## config.mk

```make
export PLATFORM = sky130hd
export DESIGN_NAME = fifo_sync
export DESIGN_NICKNAME = d
export VERILOG_FILES = /design/src/rtl/fifo_pkg.sv /design/src/rtl/fifo_sync_mem.sv /design/src/rtl/fifo_sync.sv
export SDC_FILE = /design/constraint.sdc
export NUM_CORES = 1
export LEC_CHECK = 0
export ABC_AREA = 1
export CORE_MARGIN = 3
export CORE_UTILIZATION = 60
export DETAILED_ROUTE_END_ITERATION = 12
export PLACE_DENSITY = 0.78
export SLEW_MARGIN = 10
export SYNTH_ARGS = -nofsm -noshare
export SYNTH_HDL_FRONTEND = slang
export SYNTH_SLANG_ARGS = --single-unit
```

## constraint.sdc

```tcl
create_clock -name clk -period 2.65 [get_ports clk]
set_input_delay 0.53 -clock clk [delete_from_list [all_inputs] [get_ports clk]]
set_output_delay 0.53 -clock clk [all_outputs]
set_load 0.02 [all_outputs]
```

## src/rtl/fifo_pkg.sv

```systemverilog
// Shared constants and helpers for the synchronous FIFO family.
package fifo_pkg;

  localparam int MODE_STD  = 0;
  localparam int MODE_FWFT = 1;

  // Smallest r with 2**r >= n; used for pointer and occupancy widths.
  function automatic int clog2(input int n);
    int r;
    int v;
    r = 0;
    v = n - 1;
    while (v > 0) begin
      r = r + 1;
      v = v >> 1;
    end
    return r;
  endfunction

endpackage

```

## src/rtl/fifo_sync_mem.sv

```systemverilog
// FIFO word storage: one synchronous write port, one combinational read port.
module fifo_sync_mem
  import fifo_pkg::*;
#(
  parameter int DATA_WIDTH = 8,
  parameter int DEPTH      = 16,
  localparam int AW        = clog2(DEPTH)
) (
  input  logic                  clk,
  input  logic                  we_i,
  input  logic [AW-1:0]         waddr_i,
  input  logic [DATA_WIDTH-1:0] wdata_i,
  input  logic [AW-1:0]         raddr_i,
  output logic [DATA_WIDTH-1:0] rdata_o
);

  // Contents are deliberately never reset; the pointers define what is live.
  logic [DATA_WIDTH-1:0] mem_q [DEPTH];

  always_ff @(posedge clk) begin
    if (we_i) begin
      mem_q[waddr_i] <= wdata_i;
    end
  end

  assign rdata_o = mem_q[raddr_i];

endmodule

```

## src/rtl/fifo_sync.sv

```systemverilog
// Single-clock FIFO with occupancy count, threshold flags, sticky error flags
// and a choice of registered or first-word-fall-through read.
module fifo_sync
  import fifo_pkg::*;
#(
  parameter int DATA_WIDTH    = 8,
  parameter int DEPTH         = 16,
  parameter int AFULL_THRESH  = DEPTH - 2,
  parameter int AEMPTY_THRESH = 2,
  parameter int FWFT          = MODE_STD,
  localparam int CW           = clog2(DEPTH + 1),
  localparam int AW           = clog2(DEPTH)
) (
  input  logic                  clk,
  input  logic                  reset,
  input  logic                  put,
  input  logic                  get,
  input  logic                  clear_err,
  input  logic [DATA_WIDTH-1:0] data_in,
  output logic [DATA_WIDTH-1:0] data_out,
  output logic                  data_valid,
  output logic                  empty_bar,
  output logic                  full_bar,
  output logic                  almost_full,
  output logic                  almost_empty,
  output logic [CW-1:0]         count,
  output logic                  overflow,
  output logic                  underflow
);

  localparam logic [CW-1:0] DEPTH_C = CW'(DEPTH);
  localparam logic [CW-1:0] AFULL_C = CW'(AFULL_THRESH);
  localparam logic [CW-1:0] AEMPT_C = CW'(AEMPTY_THRESH);
  localparam logic [AW-1:0] LAST_C  = AW'(DEPTH - 1);

  logic [AW-1:0]         wptr_q, wptr_d, rptr_q, rptr_d;
  logic [CW-1:0]         count_q, count_d;
  logic                  ovf_q, ovf_d, unf_q, unf_d;
  logic                  wr_acc, rd_acc;
  logic [DATA_WIDTH-1:0] head;

  fifo_sync_mem #(
    .DATA_WIDTH(DATA_WIDTH),
    .DEPTH     (DEPTH)
  ) u_mem (
    .clk    (clk),
    .we_i   (wr_acc),
    .waddr_i(wptr_q),
    .wdata_i(data_in),
    .raddr_i(rptr_q),
    .rdata_o(head)
  );

  // A write into a full FIFO is still accepted when a read frees a slot in
  // the same cycle; a read of an empty FIFO is never satisfied by the write.
  always_comb begin
    rd_acc  = !reset && get && (count_q != '0);
    wr_acc  = !reset && put && ((count_q != DEPTH_C) || rd_acc);
    wptr_d  = wptr_q;
    rptr_d  = rptr_q;
    count_d = count_q;
    if (wr_acc) begin
      wptr_d = (wptr_q == LAST_C) ? '0 : wptr_q + 1'b1;
    end
    if (rd_acc) begin
      rptr_d = (rptr_q == LAST_C) ? '0 : rptr_q + 1'b1;
    end
    if (wr_acc && !rd_acc) begin
      count_d = count_q + 1'b1;
    end else if (rd_acc && !wr_acc) begin
      count_d = count_q - 1'b1;
    end
    ovf_d = (put && !wr_acc) || (ovf_q && !clear_err);
    unf_d = (get && !rd_acc) || (unf_q && !clear_err);
  end

  always_ff @(posedge clk) begin
    if (reset) begin
      wptr_q  <= '0;
      rptr_q  <= '0;
      count_q <= '0;
      ovf_q   <= 1'b0;
      unf_q   <= 1'b0;
    end else begin
      wptr_q  <= wptr_d;
      rptr_q  <= rptr_d;
      count_q <= count_d;
      ovf_q   <= ovf_d;
      unf_q   <= unf_d;
    end
  end

  generate
    if (FWFT == MODE_FWFT) begin : g_fwft
      // Head word shown directly; forced to zero while nothing is stored.
      assign data_out   = (count_q != '0) ? head : '0;
      assign data_valid = (count_q != '0);
    end else begin : g_std
      logic [DATA_WIDTH-1:0] dout_q;
      logic                  dvalid_q;
      always_ff @(posedge clk) begin
        if (reset) begin
          dout_q   <= '0;
          dvalid_q <= 1'b0;
        end else begin
          dvalid_q <= rd_acc;
          if (rd_acc) begin
            dout_q <= head;
          end
        end
      end
      assign data_out   = dout_q;
      assign data_valid = dvalid_q;
    end
  endgenerate

  assign count        = count_q;
  assign empty_bar    = (count_q != '0);
  assign full_bar     = (count_q != DEPTH_C);
  assign almost_full  = (count_q >= AFULL_C);
  assign almost_empty = (count_q <= AEMPT_C);
  assign overflow     = ovf_q;
  assign underflow    = unf_q;

endmodule

```

; ---- After elaboration in Yosys (flattened, before gate mapping)
; Memory sizes are Yosys's and may differ from the RTL's. A register that Yosys moved wholly into a read port is not among the register bits.
; Cells that the tools add are included.
[totals]
ff_bits = 16
word_cells = 41
ramBits = 128
out_inout_bits = 20
memories = 1
in_bits = 13
[memory_table]
columns = name, words, word_bits, rd, rd_clocked_by_memory_dff, write_ports, line
row1 = u_mem.mem_q, 16, 8, 1, 1, 1, fifo_sync_mem.sv:18  ; logic [DATA_WIDTH-1:0] mem_q [DEPTH];
[classes]
muxes = 6
eq_ne = 3
n_reduce_logical = 19
addsub = 4
order_cmp = 2
[op_table]
columns = operator, count
row1 = $logic_and 1x1->1, 10
row2 = $mux 5, 2
row3 = $add 4x1->4 const B, 2
row4 = $eq 4x4->1 const B, 2
row5 = $mux 4, 2
row6 = $add 5x1->5 const B, 1
row7 = $ge 5x4->1 const B, 1
row8 = $le 5x2->1 const B, 1
row9 = $ne 5x5->1 const B, 1
row10 = $reduce_bool 5->1, 1
row11 = $sub 5x1->5 const B, 1
row12 = $logic_not 1->1, 4
row13 = $logic_or 1x1->1, 3
row14 = $mux 1, 2
row15 = $reduce_bool 2->1, 1

; ---- Depth between registers and ports, before layout
[logic_depth]
word_depth = 9
ltp_mapped = 15
ltp_nobuf = 14

; ---- Cells and area by module
; Synthesis repeated with hierarchy kept, for this count alone.
[unflattened]
hier_cells = 708
area_unflattened_um2 = 6864.1
[by_module_without_submodules]
columns = mod, seq_area_each_um2, area_per_inst_um2, n_inst, cells_per_inst
row1 = fifo_sync_mem, 3843.7, 5606.6, 1, 543
row2 = fifo_sync, 480.5, 1257.5, 1, 165

; ---- Least setup slack after synthesis
; OpenSTA, ideal clock, no wires.
[synth_path]
kind = input -> register
start = input reset
end = register count_q[3], in the netlist count[3]
n_path_buf = 1
path_stages = 15
setup_ns = 0.117
arrival_ns = 2.060
setup_slack_ns = 0.473
required_ns = 2.533
cell_sequence = buf_6 inv_2 nand2_1 inv_1 nand2_2 inv_2 ha_1 inv_1 ha_1 a21oi_1 nand2_1 nand2_1 nand3_1 o211ai_1 inv_1
[synth_between]
elab_chain_len = 8
elab_cells_between_ends = 12
cone_classes = mux: 1 / reduce/logical: 11
[synth_rtl]
columns = item, line
row1 = from (decl), fifo_sync.sv:15  ; input logic reset,
row2 = $logic_not 1->1 (*), "fifo_sync.sv:57, fifo_sync.sv:58"
row3 = $logic_and 1x1->1 (2 in series), fifo_sync.sv:57  ; rd_acc = !reset && get && (count_q != '0);
row4 = $logic_or 1x1->1, fifo_sync.sv:58  ; wr_acc = !reset && put && ((count_q != DEPTH_C) || rd_acc);
row5 = $logic_and 1x1->1 (*), fifo_sync.sv:58
row6 = net u_mem.we_i, fifo_sync_mem.sv:10  ; input logic we_i,
row7 = $logic_not 1->1, fifo_sync.sv:70  ; end else if (rd_acc && !wr_acc) begin
row8 = $logic_and 1x1->1, fifo_sync.sv:70
row9 = $reduce_bool 2->1 (no source line), --
row10 = to (signal assigned), fifo_sync.sv:87  ; count_q <= count_d;
row11 = to (decl), fifo_sync.sv:37  ; logic [CW-1:0] count_q, count_d;
; Mark *: on every way through the listed nets, which the timed path passes. The rest lies on a longest branch.
; A chain may end at the register's enable or synchronous reset.

; ---- Worst setup path after layout
[layout_path]
start = register count_q[0], in the netlist count[0]
end = output empty_bar
[layout_between]
elab_chain_len = 1
[layout_rtl]
columns = item, line
row1 = $reduce_bool 5->1, fifo_sync.sv:118  ; assign empty_bar = (count_q != '0);
row2 = to (decl), fifo_sync.sv:22  ; output logic empty_bar,
; Every way passes these cells.

==> summary.md <==
| Metric | Value |
|---|---|
| Synthesized area per cell | `9.68 um2` |
| Fraction of final layout cells with drive strength greater than 1 | `8.71%` |
| Num CTS Buffers | `17` |
| Global routing usage on met2 | `45.0%` |
| Vertical die dimension | `112 um` |
| Filler Cell Count | `758` |
| Max VDD drop | `0.647 mV` |
| Tightest Pin Transition | `0.736 ns` |
| Sw Share | `29.9%` |
| Critical path start-end classification | `flip-flop to output port` |
| Number of maximum-capacitance violations | `0` |
| Most frequent standard cell in the layout excluding fill and tap cells | `nand2_1` |
| Reg power frac | `43.1%` |
| # clock sinks | `152` |
| Area inside the core boundary | `10900 um2` |
| Number of buffer and inverter stages on the critical path | `1` |
| Clock network fraction of total power | `35.4%` |
| Total routed wirelength | `15200 um` |
| Root cell of the clock tree | `clkbuf_8` |
| Wire length per cell | `16.9 um` |
| Half-perimeter wire length of the detailed placement result | `9450 um` |
| Vias post-DR | `4906` |
| P&R area growth vs syn | `16.4%` |
| Worst relative slew slack | `50.8%` |
| Post-Synthesis Cells | `696` |
| Area of all sequential standard cells | `4330 um2` |
| #FFs+latches synth | `152` |
| Capturing element type of the critical path | `output port` |
| Pin count of the biggest net entering global routing | `67` |
| Highest clock rate | `417 MHz` |
| Power per Cell Area | `824 nW/um2` |
| Largest buffer count on any clock path | `2` |
| Grt met3 use | `5.82%` |
| Largest delay contributor family on the critical path | `buffers and inverters` |
| Worst-case hold path end point | `underflow$_SDFF_PP0_` |
| Switching power | `1.93 mW` |
| Number of H-tree levels | `4` |
| Clock period minus worst slack | `2.40 ns` |
| Number of buffers added to fix hold violations after cts | `0` |
| Combined area of the multi-input logic cells | `1810 um2` |
| Hold violation total from the final report | `0` |
| Overflow after GRT | `0` |
| Maximum fanout along the worst path | `6` |
| Number of cells on the worst reg-to-reg path | `13` |
| Count of unresolved DRC violations after routing | `0` |
| DRT antenna net count | `0` |
| Pint | `4.53 mW` |
| Arr. time, crit path | `1.87 ns` |
| Static leakage | `3.34 nW` |
| Design Area, Final | `7840 um2` |
| Cell area after placement | `7270 um2` |
| Post-Synthesis Net Count | `719` |
| Worst-skew pair later-pin latency | `0.53 ns` |
| GR peak layer | `met2` |
| Vias in the first global route | `5055` |
| Routability-driven placement congestion ratio | `0.833` |
| Starting density of the core | `61.9%` |
| Crit-path cells | `nor2_4 -> nand3_2 -> clkdlybuf4s50_1` |
| Count of input and output buffers | `32` |
| Required time at the worst-slack endpoint | `2.12 ns` |
| DRT iter0 DRCs | `311` |
| Register-to-Register Setup Slack | `0.32 ns` |
| Status | `complete, no violations` |
| Register clock-pin slew on the reported worst setup and hold paths | `0.06 ns` |
| Distinct cells, synth | `29` |
| # nets final | `768` |
| Number of pins with negative max-slew slack in the final report | `0` |
| Top library cells by usage in the layout, fill and taps aside | `192 x nand2_1, 128 x edfxtp_1, 111 x inv_1` |
| Final non-filler cell total | `898` |
| Proportion of power drawn by combinational gates | `21.5%` |
| Slowest cell on the critical path | `clkdlybuf4s50_1` |
| Count of final setup violators | `0` |
| Largest stage delay, worst path | `0.61 ns` |
| Die W | `112 um` |
| Number of inserted diodes | `0` |
| Overall routing resource usage | `26.0%` |
| Count of warnings emitted by yosys | `0` |
| TritonCTS clock tree | `yes` |
| Unrepaired setup endpoints after global routing | `false` |
| Share of the cycle needed by the critical path after routing | `90.5%` |
| Worst min-delay path startpoint | `underflow$_SDFF_PP0_` |
| Hold Path Depth | `2` |
| Num ports | `33` |
| Synth Cell Area | `6740 um2` |
| Met1 Usage GRT | `31.5%` |
| Number of search-and-repair iterations in the first detailed-routing pass | `5` |
| Row Count | `38` |
| Initial antenna violation count | `0` |
| Worst Setup Start Kind | `flip-flop` |
| Start of the worst register-to-register path | `count[1]$_SDFFE_PP0P_` |
| Total Die Area | `12500 um2` |
| Post-placement cell count | `866` |
| First-pass GRT wire length | `25000 um` |
| Hold Path Class | `flip-flop to flip-flop` |
| Setup Skew | `0.00546 ns` |
| Capturing point of the worst reg2reg path | `count[3]$_SDFFE_PP0P_` |
| Number of vias per cell after detailed routing | `5.46` |
| Share of the yosys chip area belonging to registers | `64.2%` |
[worst min-delay path, stage by stage (launching register included)]
cell and delay, ns:
dfxtp_1 0.31, nand2_1 0.07, a21oi_1 0.06
[cell families after synthesis]
| group | Yosys count | share of synthesized area, % |
|---|---|---|
| and+or+nand+nor | 360 | 22.4 |
| DFF | 152 | 64.2 |
| buffers and inverters | 144 | 8.90 |
| AOI/OAI and AO/OA | 26 | 2.06 |
| adders and majority gates | 10 | 1.97 |
| xor gates and xnor gates | 4 | 0.520 |
[metrics by stage]
| step | hold WS (ns) | utilization, % | TNS, ns | power [mW] | setup WS [ns] |
|---|---|---|---|---|---|
| final | 0.478 | 72.0 | 0 | 6.46 | 0.251 |
| after global routing | 0.524 | 72.0 | 0 | 6.74 | 0.104 |
| after CTS | 0.483 | 72.0 | 0 | 6.47 | 0.0472 |
| after detailed placement | 0.465 | 66.8 | -0.149 | 4.19 | -0.0856 |
| after global placement | 0.455 | 66.8 | 0 | 4.13 | 0.141 |
| after floorplan | 0.487 | - | 0 | 3.69 | 0.473 |
[synth_stat cells]
master	n	area share, %
inv_1	111	6.2
xor2_1	3	0.39
buf_2	18	1.3
nand2_1	192	11
buf_1	1	0.056
a2111oi_0	1	0.13
nor2_1	61	3.4
nand2_2	2	0.19
xnor2_1	1	0.13
buf_6	4	0.67
nand3_1	100	7.4
nand4_1	1	0.093
o211ai_1	1	0.11
ha_1	9	1.7
nor2_2	1	0.093
o21ai_0	8	0.59
clkinv_1	1	0.056
inv_2	5	0.28
a21oi_1	15	1.1
fa_1	1	0.30
nor2_4	1	0.17
dfxtp_1	24	7.1
nor3_2	1	0.15
buf_4	1	0.11
a211oi_1	1	0.11
inv_4	1	0.093
clkbuf_1	2	0.11
edfxtp_1	128	57
nand3_2	1	0.15
[registers in the layout, summed over array words and instances, names as in the netlist]
signal / count
data_out: 8
rptr_q: 4
count: 5
data_valid: 1
wptr_q: 4
underflow: 1
overflow: 1
u_mem.mem_q: 128
[routing by layer]
metal / part of all wire, % / routed length [um] / up-vias
met5: 0 / 0 / -
met4: 3.1 / 475 / 0
met3: 6.9 / 1040 / 47
met2: 51 / 7820 / 212
met1: 39 / 5850 / 2311
li1: - / - / 2336
[cell type report]
type / instances / share of cell area, %
Multi-Input combinational cell: 400 / 23.1
Clock buffer: 18 / 5.33
Clock inverter: 14 / 1.90
Sequential cell: 152 / 55.2
Timing Repair Buffer: 56 / 6.57
Tap cell: 140 / 2.23
Inverter: 118 / 5.68
[how the worst max path moves through the flow]
stage,slack [ns],start,cells after the start,end
2_1_floorplan,0.47,reset,15,count[3]$_SDFFE_PP0P_
3_3_place_gp,0.14,get,14,count[3]$_SDFFE_PP0P_
3_5_place_dp,-0.09,get,14,count[3]$_SDFFE_PP0P_
4_1_cts,0.05,count[1]$_SDFFE_PP0P_,2,almost_empty
5_1_grt,0.10,count[1]$_SDFFE_PP0P_,13,count[3]$_SDFFE_PP0P_
6_report,0.25,count[0]$_SDFFE_PP0P_,3,empty_bar
[power groups by stage]
stage / sequential [mW] / combinational, mW / clock [mW]
6_report: 2.78 / 1.39 / 2.29
5_1_grt: 2.79 / 1.53 / 2.42
4_1_cts: 2.78 / 1.39 / 2.30
3_5_place_dp: 2.83 / 1.36 / 0
3_3_place_gp: 2.82 / 1.31 / 0
2_1_floorplan: 2.90 / 0.796 / 0
[repair_timing]
item / in CTS / in global routing
endpoints found under the setup margin: 0 / 1
endpoints found under the hold margin: 0 / 0
buffers inserted: 0 / 0
gates resized for setup: 0 / 2
(Power assumes the default switching activity.)
